### src/rtl/cpu_ctrl_pkg.sv
// Shared types and default sizes for the multi-cycle core sequencer.
// Imported by the sequencer and its next-PC helper.
package cpu_ctrl_pkg;

    localparam int DEF_PC_W    = 10;
    localparam int DEF_OFF_W   = 8;
    localparam int DEF_MEM_LAT = 1;
    localparam int DEF_CNT_W   = 16;

    typedef enum logic [1:0] {
        FETCH,
        EXEC,
        WAIT,
        HALT
    } seq_state_t;

endpackage

### src/rtl/cpu_sequencer_pc_next.sv
// Next-PC selection: absolute jump, taken relative branch, or increment.
// Purely combinational; all arithmetic wraps modulo 2^PC_W.
module pc_next_calc #(
    parameter int PC_W  = 10,
    parameter int OFF_W = 8
) (
    input  logic [PC_W-1:0]  pc,
    input  logic             branch,
    input  logic             zero,
    input  logic             jump_abs,
    input  logic [PC_W-1:0]  target,
    input  logic [OFF_W-1:0] offset,
    output logic [PC_W-1:0]  pc_next
);

    logic [PC_W-1:0] off_ext;

    assign off_ext = PC_W'($signed(offset));

    // Jump beats a taken branch, which beats the sequential increment
    always_comb begin
        pc_next = pc + PC_W'(1);
        if (jump_abs) begin
            pc_next = target;
        end else if (branch && zero) begin
            pc_next = pc + off_ext;
        end
    end

endmodule

### src/rtl/cpu_sequencer.sv
// Multi-cycle FETCH/EXEC/WAIT/HALT control for the core: PC, IR load,
// data-memory and register-write strobes, halt flag, retire counter.
module cpu_sequencer
    import cpu_ctrl_pkg::*;
#(
    parameter int PC_W    = DEF_PC_W,
    parameter int OFF_W   = DEF_OFF_W,
    parameter int MEM_LAT = DEF_MEM_LAT,
    parameter int CNT_W   = DEF_CNT_W
) (
    input  logic             clk,
    input  logic             reset,
    input  logic             halt_i,
    input  logic             mem_op_i,
    input  logic             mem_rd_i,
    input  logic             branch_i,
    input  logic             zero_i,
    input  logic             jump_abs_i,
    input  logic [PC_W-1:0]  target_i,
    input  logic [OFF_W-1:0] offset_i,
    output logic [PC_W-1:0]  pc_o,
    output logic             ir_load_o,
    output logic             mem_en_o,
    output logic             reg_we_en_o,
    output logic             done,
    output logic [CNT_W-1:0] instr_cnt_o
);

    localparam logic [1:0] WAIT_INIT =
        (MEM_LAT > 0) ? 2'(MEM_LAT - 1) : 2'd0;
    localparam logic [CNT_W-1:0] CNT_MAX = '1;

    seq_state_t      state;
    logic [1:0]      wait_cnt;
    logic [PC_W-1:0] pc_pend;
    logic [PC_W-1:0] pc_next;
    logic            retire;

    pc_next_calc #(
        .PC_W  (PC_W),
        .OFF_W (OFF_W)
    ) u_pc_next (
        .pc       (pc_o),
        .branch   (branch_i),
        .zero     (zero_i),
        .jump_abs (jump_abs_i),
        .target   (target_i),
        .offset   (offset_i),
        .pc_next  (pc_next)
    );

    // Strobes follow the current state and EXEC decode; reset kills them all
    always_comb begin
        ir_load_o   = 1'b0;
        mem_en_o    = 1'b0;
        reg_we_en_o = 1'b0;
        retire      = 1'b0;
        if (!reset) begin
            unique case (state)
                FETCH: ir_load_o = 1'b1;
                EXEC: begin
                    if (halt_i) begin
                        retire = 1'b0;
                    end else if (mem_op_i) begin
                        mem_en_o = 1'b1;
                        if (!mem_rd_i) begin
                            retire = 1'b1;
                        end else if (MEM_LAT == 0) begin
                            reg_we_en_o = 1'b1;
                            retire      = 1'b1;
                        end
                    end else begin
                        reg_we_en_o = !(branch_i || jump_abs_i);
                        retire      = 1'b1;
                    end
                end
                WAIT: begin
                    if (wait_cnt == 2'd0) begin
                        reg_we_en_o = 1'b1;
                        retire      = 1'b1;
                    end
                end
                default: retire = 1'b0;
            endcase
        end
    end

    // State machine, load-wait countdown, PC and saturating retire count
    always_ff @(posedge clk) begin
        if (reset) begin
            state       <= FETCH;
            pc_o        <= '0;
            pc_pend     <= '0;
            wait_cnt    <= 2'd0;
            done        <= 1'b0;
            instr_cnt_o <= '0;
        end else begin
            unique case (state)
                FETCH: state <= EXEC;
                EXEC: begin
                    if (halt_i) begin
                        state <= HALT;
                        done  <= 1'b1;
                    end else if (mem_op_i && mem_rd_i && MEM_LAT > 0) begin
                        state    <= WAIT;
                        wait_cnt <= WAIT_INIT;
                        pc_pend  <= pc_next;
                    end else begin
                        state <= FETCH;
                    end
                end
                WAIT: begin
                    if (wait_cnt != 2'd0) begin
                        wait_cnt <= wait_cnt - 2'd1;
                    end else begin
                        state <= FETCH;
                    end
                end
                default: state <= HALT;
            endcase
            if (retire) begin
                pc_o <= (state == WAIT) ? pc_pend : pc_next;
                if (instr_cnt_o != CNT_MAX) begin
                    instr_cnt_o <= instr_cnt_o + CNT_W'(1);
                end
            end
        end
    end

endmodule

### config.mk
export PLATFORM = sky130hd
export DESIGN_NAME = cpu_sequencer
export DESIGN_NICKNAME = d
export VERILOG_FILES = /design/src/rtl/cpu_ctrl_pkg.sv /design/src/rtl/cpu_sequencer_pc_next.sv /design/src/rtl/cpu_sequencer.sv
export SDC_FILE = /design/constraint.sdc
export NUM_CORES = 1
export LEC_CHECK = 0
export CORE_ASPECT_RATIO = 0.8
export CORE_MARGIN = 2
export CORE_UTILIZATION = 56
export CTS_BUF_LIST = sky130_fd_sc_hd__clkbuf_4
export DETAILED_ROUTE_END_ITERATION = 8
export PLACE_DENSITY_LB_ADDON = 0.12
export SETUP_SLACK_MARGIN = 0.02
export SLEW_MARGIN = 20
export SYNTH_ARGS = -nofsm -noshare
export SYNTH_HDL_FRONTEND = slang
export SYNTH_SLANG_ARGS = --single-unit
### constraint.sdc
create_clock -name clk -period 5.5 [get_ports clk]
set_clock_uncertainty 0.05 [all_clocks]
set_input_delay 1.1 -clock clk [delete_from_list [all_inputs] [get_ports clk]]
set_output_delay 1.1 -clock clk [all_outputs]
set_load 0.05 [all_outputs]
==> impl_metrics.env <==
export IMPL_first_pass_iters=4
export IMPL_cp_slowest_cell="sky130_fd_sc_hd__clkdlybuf4s50_1"
export IMPL_core_um2=4204
export IMPL_synthesis_area_um2=2459
export IMPL_yosys_top_cells_count="sky130_fd_sc_hd__dfxtp_1, sky130_fd_sc_hd__a21oi_1, sky130_fd_sc_hd__nor2_1, sky130_fd_sc_hd__nand2_1, sky130_fd_sc_hd__o21ai_0"
export IMPL_drt_wl_total_um=5821
export IMPL_synth_seq_cells=41
export IMPL_crit_path_start_kind="input port"
export IMPL_synth_ff_type="sky130_fd_sc_hd__dfxtp_1"
export IMPL_globalRoute_totalOverflow=0
export IMPL_floorplan_initialDensity=0.5848
export IMPL_final_period_utilization=0.8031
export IMPL_post_synth_top_area_fraction=0.3338
export IMPL_postPlaceCellArea_um2=3034
export IMPL_dpl_hpwl_um=4314
export IMPL_postLayoutSetupSlackWorst_ns=1.083
export IMPL_grt_antenna_before_repair=0
export IMPL_post_synth_top_area_cell="sky130_fd_sc_hd__dfxtp_1"
export IMPL_grtUsageTotal=0.2501
export IMPL_cts_sink_count=41
export IMPL_synth_top_cells_by_area="sky130_fd_sc_hd__dfxtp_1, sky130_fd_sc_hd__ha_1, sky130_fd_sc_hd__a21oi_1, sky130_fd_sc_hd__nor2_1, sky130_fd_sc_hd__nand2_1"
export IMPL_max_stage_delay_ns=0.82
export IMPL_endpoint_kind="output port"
export IMPL_synth_distinct_cells=58
export IMPL_worstSkewPairLatency_ns=0.36
export IMPL_finalSetupViolCount=0
export IMPL_share_of_flip_flops_with_an_asynchronous_set_or_reset_after_synthesis=0
export IMPL_mappedNetlistNets=345
export IMPL_report_power_total_uw=614.5
export IMPL_final_antenna_net_count=0
export IMPL_die_width_um=78.08
export IMPL_required_ns=4.35
export IMPL_ctsHoldBuffers=0
export IMPL_routed_wire_length_per_instance_um=14.13
export IMPL_power_leakage_nw=1.190
export IMPL_flow_area_growth_from_synthesis_pct=25.65
export IMPL_num_rows=21
export IMPL_insertedDiodeCount=0
export IMPL_max_slew_worst_pin_slew_ns=0.8915
export IMPL_synthesis_area_per_instance_um2=8.114
export IMPL_hold_violations=0
export IMPL_slew_violations=0
export IMPL_arrival_ns=3.27
export IMPL_number_of_global_route_vias_before_repair=2180
export IMPL_critPathMaxFanout=20
export IMPL_die_area_um2=4940
export IMPL_ys_seq_area_frac=0.3338
export IMPL_place_port_buffers=55
export IMPL_detail_route_vias_per_cell=5.733
export IMPL_gp_congestion=0.9050
export IMPL_die_h_um=63.27
export IMPL_power_density_nw_per_um2=198.9
export IMPL_cp_common_cell="sky130_fd_sc_hd__clkdlybuf4s50_1"
export IMPL_layout_min_cycle_time_ns=4.417
export IMPL_setup_tns_final_ns=0
export IMPL_pin_count=56
export IMPL_post_cts_resize_count=0
export IMPL_postSynthCellCount=303
export IMPL_clock_fmax_mhz=226.4
export IMPL_h_tree_depth=2
export IMPL_clock_path_buffers=2
export IMPL_fin_area_um2=3089
export IMPL_detailedPlace_worstSlack_ns=1.106
export IMPL_status="finished, final reports clean"
export IMPL_dr_total_vias=2362
export IMPL_fin_hold_ws_ns=0.4267
export IMPL_first_iter_violations=147
export IMPL_setup_reg_to_reg_worst_slack_ns=2.69
export IMPL_path_delay_family="buffers and inverters"
export IMPL_numCtsBuffers=5
export IMPL_worst_min_delay_path_category="reg2reg"
export IMPL_layout_drive_gt1_share=0.05634
export IMPL_crit_chain="clkdlybuf4s50_1 > inv_1 > nand2_1 > a21oi_1 > clkdlybuf4s50_1"
export IMPL_irDropWorstVdd_v=0.0001450
export IMPL_fin_nets=396
export IMPL_clkSlewWorstSetupHoldPaths_ns=0.13
export IMPL_root_buffer="sky130_fd_sc_hd__clkbuf_4"
export IMPL_yosys_warnings=0
export IMPL_drc=0
export IMPL_synth_most_common_cell="sky130_fd_sc_hd__dfxtp_1"
export IMPL_max_cap_viol_count=0
export IMPL_synth_edff_count=0
export IMPL_crit_type="in2out"
export IMPL_tritoncts="done"
export IMPL_post_cts_setup_buffers=0
export IMPL_rsz_0062_raised_after_global_routing="false"
export IMPL_grt_first_pass_wirelength_um=9949
export IMPL_max_slew_margin=0.4035
export IMPL_pin_count_of_the_biggest_net_entering_global_routing=29
export IMPL_critPathBufInv=3
[through the flow]
stage,util,std cells
after floorplan,-,303
after global placement,0.7217,404
after detailed placement,0.7217,404
after CTS,0.7348,412
after global routing,0.7348,412
final,0.7348,412
[layout by cell type (no fill, tap or decap), types with 5 or more instances in the layout]
cell type / instances
sky130_fd_sc_hd__xnor2_1: 7
sky130_fd_sc_hd__xor2_1: 6
sky130_fd_sc_hd__a211oi_1: 7
sky130_fd_sc_hd__nor2_1: 31
sky130_fd_sc_hd__clkbuf_4: 6
sky130_fd_sc_hd__inv_1: 9
sky130_fd_sc_hd__and3_1: 11
sky130_fd_sc_hd__nand3_1: 13
sky130_fd_sc_hd__nand2_1: 26
sky130_fd_sc_hd__clkdlybuf4s50_1: 55
sky130_fd_sc_hd__mux2i_1: 7
sky130_fd_sc_hd__dfxtp_1: 41
sky130_fd_sc_hd__ha_1: 15
sky130_fd_sc_hd__nor2b_1: 5
sky130_fd_sc_hd__o21ai_0: 18
sky130_fd_sc_hd__a21oi_1: 34
[path summary, 6_finish.rpt]
kind | from | to | depth (start not counted)
worst max-delay path | reset | reg_we_en_o | 5
worst min-delay path | wait_cnt[1] | wait_cnt[1] | 2
worst max register to register | state[0] | pc_o[7] | 7
worst min register to register | wait_cnt[1] | wait_cnt[1] | 2
[cell type report]
type,instances,area (um^2)
Timing Repair Buffer,57,565.5
Clock inverter,2,10.01
Multi-Input combinational cell,239,1539
Clock buffer,6,45.04
Inverter,10,37.54
Tap cell,57,71.32
Fill cell,332,1115
Sequential cell,41,820.8
[kinds of logic after synthesis]
| family | Yosys count | share of synthesized area |
|---|---|---|
| mux | 8 | 0.03308 |
| simple gates | 115 | 0.2377 |
| compound gates | 87 | 0.2244 |
| buf+inv | 23 | 0.04020 |
| xor+xnor | 13 | 0.04631 |
| fa+ha+maj | 16 | 0.08448 |
| flops | 41 | 0.3338 |
[worst register-to-register path: cells and delay by family, from the launching register on]
family | cells | cell delay, ns
adders and majority gates | 1 | 0.71
AOI/OAI and AO/OA | 2 | 0.76
DFF | 1 | 0.37
and+or+nand+nor | 3 | 0.71
buffers and inverters | 1 | 0.10
[per-layer routing]
metal,share of wire,GRT usage
met2,0.45,0.3933
met1,0.49,0.3521
met4,0.010,0.07456
met3,0.048,0.04298
met5,0,0
[flip-flops by register name, summed over array words and instances, names as in the netlist]
name / count
instr_cnt_o: 16
pc_o: 10
wait_cnt: 2
state: 2
done: 1
pc_pend: 10
[report_power, final]
group / total (mW) / internal, mW / leakage, nW / switching (mW)
sequential: 0.314 / 0.306 / 0.332 / 0.00781
clock: 0.155 / 0.0537 / 0.0354 / 0.102
combinational: 0.145 / 0.0608 / 0.823 / 0.0843
total: 0.614 / 0.421 / 1.19 / 0.194
No activity file was read; power rests on OpenSTA's default activity.
